[src/rtl/riscv_constants.sv]
// rtl/riscv_constants.sv - shared RV32 decode constants, ALU op enum and decode bundle
package riscv_constants;

  localparam int XLEN   = 32;
  localparam int REG_AW = 5;

  typedef enum logic [1:0] {
    ALU_X   = 2'd0,
    ALU_ADD = 2'd1,
    ALU_SLT = 2'd2
  } exec_fun_t;

  localparam logic [6:0] OP_R   = 7'b0110011;
  localparam logic [6:0] OP_I   = 7'b0010011;
  localparam logic [6:0] OP_LUI = 7'b0110111;
  localparam logic [6:0] OP_LW  = 7'b0000011;
  localparam logic [6:0] OP_SW  = 7'b0100011;
  localparam logic [6:0] OP_BR  = 7'b1100011;

  localparam logic [2:0] F3_ADD = 3'b000;
  localparam logic [2:0] F3_SLT = 3'b010;
  localparam logic [2:0] F3_LW  = 3'b010;
  localparam logic [2:0] F3_SW  = 3'b010;
  localparam logic [2:0] F3_BEQ = 3'b000;

  localparam logic [6:0] F7_ZERO = 7'b0000000;

  typedef struct packed {
    exec_fun_t         exec_fun;
    logic [XLEN-1:0]   data1;
    logic [XLEN-1:0]   data2;
    logic [REG_AW-1:0] rd_addr;
    logic              rd_wen;
    logic              is_branch;
    logic [XLEN-1:0]   br_target;
    logic              mem_rd;
    logic              mem_wr;
    logic [XLEN-1:0]   store_data;
    logic              illegal;
  } decode_bundle_t;

  // Idle payload: everything zero, ALU op explicitly "don't care".
  function automatic decode_bundle_t empty_bundle();
    decode_bundle_t b;
    b          = '0;
    b.exec_fun = ALU_X;
    return b;
  endfunction

endpackage

[src/rtl/riscv_decoder.sv]
// rtl/riscv_decoder.sv - combinational RV32 subset decoder producing a decode bundle
module riscv_decoder
  import riscv_constants::*;
(
  input  logic [31:0]     inst,
  input  logic [XLEN-1:0] pc,
  input  logic [XLEN-1:0] rs1_data,
  input  logic [XLEN-1:0] rs2_data,
  output decode_bundle_t  bundle
);

  logic [6:0]      opcode;
  logic [2:0]      funct3;
  logic [6:0]      funct7;
  logic [4:0]      rs1_idx;
  logic [4:0]      rs2_idx;
  logic [4:0]      rd_idx;
  logic [XLEN-1:0] op1;
  logic [XLEN-1:0] op2;
  logic [XLEN-1:0] i_imm;
  logic [XLEN-1:0] s_imm;
  logic [XLEN-1:0] b_imm;
  logic [XLEN-1:0] u_imm;
  logic            writes_rd;
  decode_bundle_t  b;

  assign opcode  = inst[6:0];
  assign funct3  = inst[14:12];
  assign funct7  = inst[31:25];
  assign rs1_idx = inst[19:15];
  assign rs2_idx = inst[24:20];
  assign rd_idx  = inst[11:7];

  // x0 is hardwired to zero whatever the register file returns.
  assign op1 = (rs1_idx == 5'd0) ? '0 : rs1_data;
  assign op2 = (rs2_idx == 5'd0) ? '0 : rs2_data;

  assign i_imm = {{20{inst[31]}}, inst[31:20]};
  assign s_imm = {{20{inst[31]}}, inst[31:25], inst[11:7]};
  assign b_imm = {{19{inst[31]}}, inst[31], inst[7], inst[30:25], inst[11:8], 1'b0};
  assign u_imm = {inst[31:12], 12'b0};

  always_comb begin
    b         = empty_bundle();
    b.illegal = 1'b1;
    writes_rd = 1'b0;

    case (opcode)
      OP_R: begin
        if (funct7 == F7_ZERO && (funct3 == F3_ADD || funct3 == F3_SLT)) begin
          b.illegal  = 1'b0;
          b.exec_fun = (funct3 == F3_SLT) ? ALU_SLT : ALU_ADD;
          b.data1    = op1;
          b.data2    = op2;
          writes_rd  = 1'b1;
        end
      end
      OP_I: begin
        if (funct3 == F3_ADD || funct3 == F3_SLT) begin
          b.illegal  = 1'b0;
          b.exec_fun = (funct3 == F3_SLT) ? ALU_SLT : ALU_ADD;
          b.data1    = op1;
          b.data2    = i_imm;
          writes_rd  = 1'b1;
        end
      end
      OP_LUI: begin
        b.illegal  = 1'b0;
        b.exec_fun = ALU_ADD;
        b.data1    = '0;
        b.data2    = u_imm;
        writes_rd  = 1'b1;
      end
      OP_LW: begin
        if (funct3 == F3_LW) begin
          b.illegal  = 1'b0;
          b.exec_fun = ALU_ADD;
          b.data1    = op1;
          b.data2    = i_imm;
          b.mem_rd   = 1'b1;
          writes_rd  = 1'b1;
        end
      end
      OP_SW: begin
        if (funct3 == F3_SW) begin
          b.illegal    = 1'b0;
          b.exec_fun   = ALU_ADD;
          b.data1      = op1;
          b.data2      = s_imm;
          b.mem_wr     = 1'b1;
          b.store_data = op2;
        end
      end
      OP_BR: begin
        if (funct3 == F3_BEQ) begin
          b.illegal   = 1'b0;
          b.exec_fun  = ALU_X;
          b.data1     = op1;
          b.data2     = op2;
          b.is_branch = 1'b1;
          b.br_target = pc + b_imm;
        end
      end
      default: begin
        b.illegal = 1'b1;
      end
    endcase

    // Non-writing formats reuse inst[11:7] as immediate bits, so rd stays 0 for them.
    if (writes_rd) begin
      b.rd_addr = rd_idx;
      b.rd_wen  = (rd_idx != 5'd0);
    end
  end

  assign bundle = b;

endmodule

[src/rtl/riscv_decode_stage.sv]
// rtl/riscv_decode_stage.sv - registered decode stage with 2-entry skid buffer
module riscv_decode_stage
  import riscv_constants::*;
#(
  parameter int WORD_LENGTH    = XLEN,
  parameter int REG_ADDR_WIDTH = REG_AW
) (
  input  logic                      clk,
  input  logic                      rst,
  input  logic                      flush,
  input  logic                      in_valid,
  output logic                      in_ready,
  input  logic [31:0]               in_inst,
  input  logic [WORD_LENGTH-1:0]    in_pc,
  output logic [REG_ADDR_WIDTH-1:0] rs1_addr,
  output logic [REG_ADDR_WIDTH-1:0] rs2_addr,
  input  logic [WORD_LENGTH-1:0]    rs1_data,
  input  logic [WORD_LENGTH-1:0]    rs2_data,
  output logic                      out_valid,
  input  logic                      out_ready,
  output exec_fun_t                 out_exec_fun,
  output logic [WORD_LENGTH-1:0]    out_data1,
  output logic [WORD_LENGTH-1:0]    out_data2,
  output logic [REG_ADDR_WIDTH-1:0] out_rd_addr,
  output logic                      out_rd_wen,
  output logic                      out_is_branch,
  output logic [WORD_LENGTH-1:0]    out_br_target,
  output logic                      out_mem_rd,
  output logic                      out_mem_wr,
  output logic [WORD_LENGTH-1:0]    out_store_data,
  output logic                      out_illegal
);

  decode_bundle_t dec;
  decode_bundle_t main_d, main_q;
  decode_bundle_t skid_d, skid_q;
  logic           main_valid_d, main_valid_q;
  logic           skid_valid_d, skid_valid_q;
  logic           accept;

  assign rs1_addr = in_inst[19:15];
  assign rs2_addr = in_inst[24:20];

  riscv_decoder u_decoder (
    .inst     (in_inst),
    .pc       (in_pc),
    .rs1_data (rs1_data),
    .rs2_data (rs2_data),
    .bundle   (dec)
  );

  assign in_ready = !skid_valid_q;
  assign accept   = in_valid && in_ready;

  always_comb begin
    main_d       = main_q;
    skid_d       = skid_q;
    main_valid_d = main_valid_q;
    skid_valid_d = skid_valid_q;

    if (flush) begin
      main_valid_d = 1'b0;
      skid_valid_d = 1'b0;
    end else begin
      case ({main_valid_q, skid_valid_q})
        2'b00: begin
          if (accept) begin
            main_d       = dec;
            main_valid_d = 1'b1;
          end
        end
        2'b10: begin
          if (accept && out_ready) begin
            main_d = dec;
          end else if (accept) begin
            skid_d       = dec;
            skid_valid_d = 1'b1;
          end else if (out_ready) begin
            main_valid_d = 1'b0;
          end
        end
        2'b11: begin
          if (out_ready) begin
            main_d       = skid_q;
            skid_valid_d = 1'b0;
          end
        end
        default: begin
          // Skid without main is unreachable; recover to empty.
          main_valid_d = 1'b0;
          skid_valid_d = 1'b0;
        end
      endcase
    end
  end

  always_ff @(posedge clk) begin
    if (rst) begin
      main_q       <= empty_bundle();
      skid_q       <= empty_bundle();
      main_valid_q <= 1'b0;
      skid_valid_q <= 1'b0;
    end else begin
      main_q       <= main_d;
      skid_q       <= skid_d;
      main_valid_q <= main_valid_d;
      skid_valid_q <= skid_valid_d;
    end
  end

  assign out_valid      = main_valid_q;
  assign out_exec_fun   = main_q.exec_fun;
  assign out_data1      = main_q.data1;
  assign out_data2      = main_q.data2;
  assign out_rd_addr    = main_q.rd_addr;
  assign out_rd_wen     = main_q.rd_wen;
  assign out_is_branch  = main_q.is_branch;
  assign out_br_target  = main_q.br_target;
  assign out_mem_rd     = main_q.mem_rd;
  assign out_mem_wr     = main_q.mem_wr;
  assign out_store_data = main_q.store_data;
  assign out_illegal    = main_q.illegal;

endmodule

[config.mk]
export PLATFORM = sky130hd
export DESIGN_NAME = riscv_decode_stage
export DESIGN_NICKNAME = d
export VERILOG_FILES = /design/src/rtl/riscv_constants.sv /design/src/rtl/riscv_decoder.sv /design/src/rtl/riscv_decode_stage.sv
export SDC_FILE = /design/constraint.sdc
export NUM_CORES = 1
export LEC_CHECK = 0
export ABC_CLOCK_PERIOD_IN_PS = 6100
export CAP_MARGIN = 20
export CORE_MARGIN = 8
export CORE_UTILIZATION = 59
export CTS_BUF_LIST = sky130_fd_sc_hd__clkbuf_4
export CTS_CLUSTER_SIZE = 12
export DETAILED_ROUTE_END_ITERATION = 8
export HOLD_SLACK_MARGIN = 0.03
export PLACE_DENSITY = 0.88
export SETUP_SLACK_MARGIN = 0.02
export SLEW_MARGIN = 20
export SYNTH_ARGS = -nofsm -noshare
export SYNTH_HDL_FRONTEND = slang
export SYNTH_HIERARCHICAL = 1
export SYNTH_SLANG_ARGS = --single-unit
[constraint.sdc]
create_clock -name clk -period 6.1 [get_ports clk]
set_input_delay 1.22 -clock clk [delete_from_list [all_inputs] [get_ports clk]]
set_output_delay 1.22 -clock clk [all_outputs]
set_load 0.05 [all_outputs]
== Yosys cells after proc, flatten, opt, wreduce, memory -nomap -nowiden ==
Cells that the tools add are included.

* $add $sub $neg: 1
* Eq/ne operators: 16
* Multiplexer cells: 35
* Bitwise gates (word level): 4
* Reductions and logical operators: 17

{| class="wikitable"
|+ Operator list
! operator !! number
|-
| $mux 140 || 3
|-
| $pmux 140 s3 || 1
|-
| $pmux 66 s6 || 1
|-
| $mux 66 || 2
|-
| $mux 65 || 2
|-
| $mux 33 || 3
|-
| $mux 32 || 2
|-
| $mux 64 || 1
|-
| $mux 34 || 1
|-
| $add 32x32->32 || 1
|-
| $eq 7x6->1 const B || 3
|-
| $ne 2x2->1 const B || 7
|-
| $mux 1 || 13
|-
| $logic_not 5->1 || 2
|-
| $reduce_and 5->1 || 2
|-
| $reduce_and 4->1 || 2
|-
| $eq 7x2->1 const B || 1
|-
| $eq 7x5->1 const B || 1
|-
| $eq 7x7->1 const B || 1
|-
| $logic_not 7->1 || 1
|-
| $mux 6 || 1
|-
| $pmux 1 s3 || 2
|-
| $pmux 1 s6 || 1
|-
| $reduce_bool 5->1 || 1
|-
| other kinds (12) || 18
|}

* Bits in registers: 282
* Input port bits: 133
* Output and inout bits: 152
* Word-level logic and storage cells: 97

== Logic depth before layout (Yosys ltp) ==
* Word-level depth: 8
* Gate-level depth with buffers: 12
* Mapped depth without buffers: 12

== Modules after synthesis ==
The synthesis kept the hierarchy.

{| class="wikitable"
|+ By module, submodules not included
! module !! times used !! cells each !! area each (um^2) !! sequential area each (um^2)
|-
| riscv_decode_stage || 1 || 1489 || 13128.8 || 5645.4
|-
| riscv_decoder || 1 || 476 || 3041.7 || 0.0
|}

== Worst setup path after synthesis ==
No wires, ideal clock.

* Path kind: input -> register
* From: in in_inst[8]
* To: reg main_q (netlist bit out_br_target[27])
* Setup time: 0.089 ns
* Arrival: 3.480 ns
* Data required time: 6.011 ns
* Setup slack: 2.531 ns
* Stages on the path: 12
* Buffers on the path: 0
* Cells stage by stage: ha_1 inv_1 fa_1 and2b_1 o2111ai_1 a21oi_1 a21oi_1 o41ai_2 a31oi_1 mux2i_1 nand2_1 a311oi_2

{| class="wikitable"
|+ RTL lines
! item !! line !! text
|-
| start: declaration || riscv_decode_stage.sv:13 || <nowiki>input logic [31:0] in_inst,</nowiki>
|-
| end signal: assignment || riscv_decode_stage.sv:99 || <nowiki>main_q <= empty_bundle();</nowiki>
|-
| end signal: assignment || riscv_decode_stage.sv:104 || <nowiki>main_q <= main_d;</nowiki>
|-
| end: declaration || riscv_decode_stage.sv:35 || <nowiki>decode_bundle_t main_d, main_q;</nowiki>
|}

==> run summary <==
Outcome -> finished clean
Register area share after synthesis -> 34.9%
Die H -> 182 µm
Crit Reg-Reg Startpoint -> skid_valid_q
Nets -> 2266
Crit path kind -> input port to flop
P_int -> 3.17 mW
Setup crit end kind -> flop
Initial core utilization -> 60.0%
CTS H-Tree Depth -> 3
Crit share post-route -> 71.5%
Max_cap viols -> 0
Clk_lat worst skew -> 0.70 ns
Clock sink total -> 282
Fin util -> 72.7%
Required time of the critical path -> 6.67 ns
Global-route wire length before repair -> 92800 µm
Final hold vios -> 0
Non-filler cells, final -> 2499
Final setup violation count -> 0
Ratio of routed vias to standard cells -> 7.03
Comb power frac -> 20.5%
Vias in the first global route -> 16619
Setup Skew -> 0.0603 ns
Area Overhead vs Synth -> 21.2%
Min-Delay Path Depth -> 2
Flops & latches, synth -> 282
Yosys cell types -> 68
RSZ-0062 raised after global routing -> no
Num CTS Buffers -> 77
Area post-placement -> 18500 µm²
Sw power -> 1.47 mW
Post-synth net total -> 2129
Hold Path Sink -> skid_q[23]
Pin count of the biggest net entering global routing -> 158
Async SR Flop Fraction -> 0%
Synth Instances -> 1965
Post-CTS setup repair buffer count -> 0
Tot GR Track Use -> 34.2%
Post-CTS Hold Buffers -> 0
Clock-pin slew on the worst setup and hold paths -> 0.06 ns
Share of cells above drive strength 1 -> 12.6%
CORE AREA -> 27000 µm²
# rows -> 60
Worst Path Arrival -> 4.93 ns
R2R cell count -> 5
Clock Path Buffers -> 3
WL/cell -> 24.1 µm
Vias -> 17580
Slew at the pin closest to its max-slew limit -> 1.16 ns
Die width -> 182 µm
CTS tree -> yes
Total Die Area -> 33000 µm²
CP Max Fanout -> 23
Commonest non-fill, non-tap cell in the layout -> clkdlybuf4s50_1
# IOs -> 285
Pwr dens -> 237 nW/µm²
Hold crit path type -> flop to flop
Clock root cell -> clkbuf_4
Grt ovf -> 0
Type of origin of the critical path -> input port
IO Port Bufs -> 284
Design Area, Final -> 19600 µm²
Placed cell count -> 2361
# DRC -> 0
Antenna violations before repair -> 2
Peak VDD IR -> 124 µV
Commonest cells after routing, fill and taps aside -> clkdlybuf4s50_1 (282), dfxtp_1 (280), nand2_1 (201), a21oi_1 (168), o21ai_0 (162)
WL final -> 60200 µm
1st-iter DRT viols -> 2571
Part of the power in registers -> 41.9%
Clock Power Share -> 37.6%
Syn Area/Cell -> 8.23 µm²
Hold path startpoint -> skid_q[23]
Post-DRT Antenna Nets -> 0
Max transition margin -> 22.7%
Cell Area, Synth -> 16200 µm²
Final Max Slew Viols -> 0
Max Clk Rate -> 229 MHz
Tmin final -> 4.36 ns
Setup TNS -> 0 ns
Top FF cell, synth -> dfxtp_1
Yosys warning total -> 6
R2r endpoint -> skid_q[26]
Design Power -> 4.64 mW
Detailed placement HPWL -> 36300 µm
Gpl congestion -> 0.971
Sw Share -> 31.7%
Static Leak -> 6.30 nW
R2R Setup Slk -> 2.07 ns
Drt pass-1 iters -> 6
Post-cts sizing count -> 0
EDFF count, synth -> 0
[sequential cells by signal (all words and copies together) (netlist names)]
name            cells
out_store_data     32
out_br_target      32
skid_valid_q        1
out_is_branch       1
out_rd_addr         5
skid_q            140
out_mem_wr          1
out_rd_wen          1
out_data2          32
out_data1          32
out_valid           1
out_exec_fun        2
out_mem_rd          1
out_illegal         1
[power groups by stage]
stage               Clock, mW  Combinational [mW]  Sequential, mW
floorplan                   0               0.411            2.17
global placement            0               0.916            1.98
detailed placement          0               0.925            1.98
CTS                      1.75               0.930            1.94
global route             1.86               0.990            1.95
finish                   1.75               0.951            1.95
[synth_stat cells (16+ instances only)]
library cell,count,share of area [%]
buf_6,16,1.1
dfxtp_1,282,35
and2_1,39,1.5
nand3b_1,143,6.6
a32oi_1,24,1.3
a311oi_2,100,9.3
clkbuf_1,166,3.9
a21oi_1,168,5.2
and3_1,36,1.4
nand2_1,203,4.7
ha_1,30,2.3
nand3_1,144,4.5
o21ai_0,162,5.0
nor2_1,55,1.3
buf_2,48,1.5
a31oi_1,146,5.6
a311oi_1,40,2.2
[cell families (layout without fill, tap and decap cells)]
kind of cell / after synthesis / in the layout / share of synthesized area [%]
muxes: 3 / 3 / 0.186
DFF: 282 / 282 / 34.9
xor gates and xnor gates: 22 / 22 / 1.19
and+or+nand+nor: 678 / 678 / 22.5
buffers and inverters: 258 / 448 / 7.38
other: 0 / 3 / 0
adders and majority gates: 31 / 31 / 2.45
AOI/OAI and AO/OA: 691 / 691 / 31.4
[metrics by stage]
step / setup slack [ns] / hold WS [ns]
after floorplan: 2.53 / 0.454
after global placement: 1.28 / 0.460
after detailed placement: 1.16 / 0.467
after CTS: 1.85 / 0.469
after global routing: 1.37 / 0.487
final: 1.74 / 0.475
[layer usage]
layer / up-vias / global-route usage, % / wire, µm
li1: 7658 / - / -
met1: 8353 / 42.5 / 22200
met2: 1321 / 52.0 / 26700
met3: 248 / 9.12 / 7230
met4: 0 / 22.1 / 4110
met5: - / 0 / 0
[critical path, stage by stage]
cell and delay (ns):
clkdlybuf4s50_1 0.99, ha_1 0.66, a21o_1 0.20, a31oi_1 0.38, o21ai_0 0.22, a221oi_1 0.39, o21ai_0 0.18, xnor2_1 0.15
nor2_1 0.14, nand2_1 0.08, a311oi_2 0.30
[worst max path at each step]
| stage | startpoint | end | slack (ns) | cells after the start |
|---|---|---|---|---|
| after floorplan | in_inst[8] | out_br_target[27] | 2.53 | 12 |
| after detailed placement | in_inst[31] | out_br_target[27] | 1.16 | 11 |
| final | in_inst[31] | out_br_target[24] | 1.74 | 11 |
| after global routing | in_inst[31] | out_br_target[24] | 1.37 | 11 |
| after global placement | in_inst[31] | out_br_target[27] | 1.28 | 11 |
| after CTS | in_inst[31] | out_br_target[27] | 1.85 | 11 |
[cell type report]
class	count	area, µm²
Antenna cell	3	7.51
Clock buffer	119	893
Clock inverter	13	81.3
Fill cell	2014	7350
Inverter	12	45.0
Multi-Input combinational cell	1425	9410
Sequential cell	282	5650
Tap cell	341	427
Timing Repair Buffer	304	3090
(Power assumes the default switching activity.)
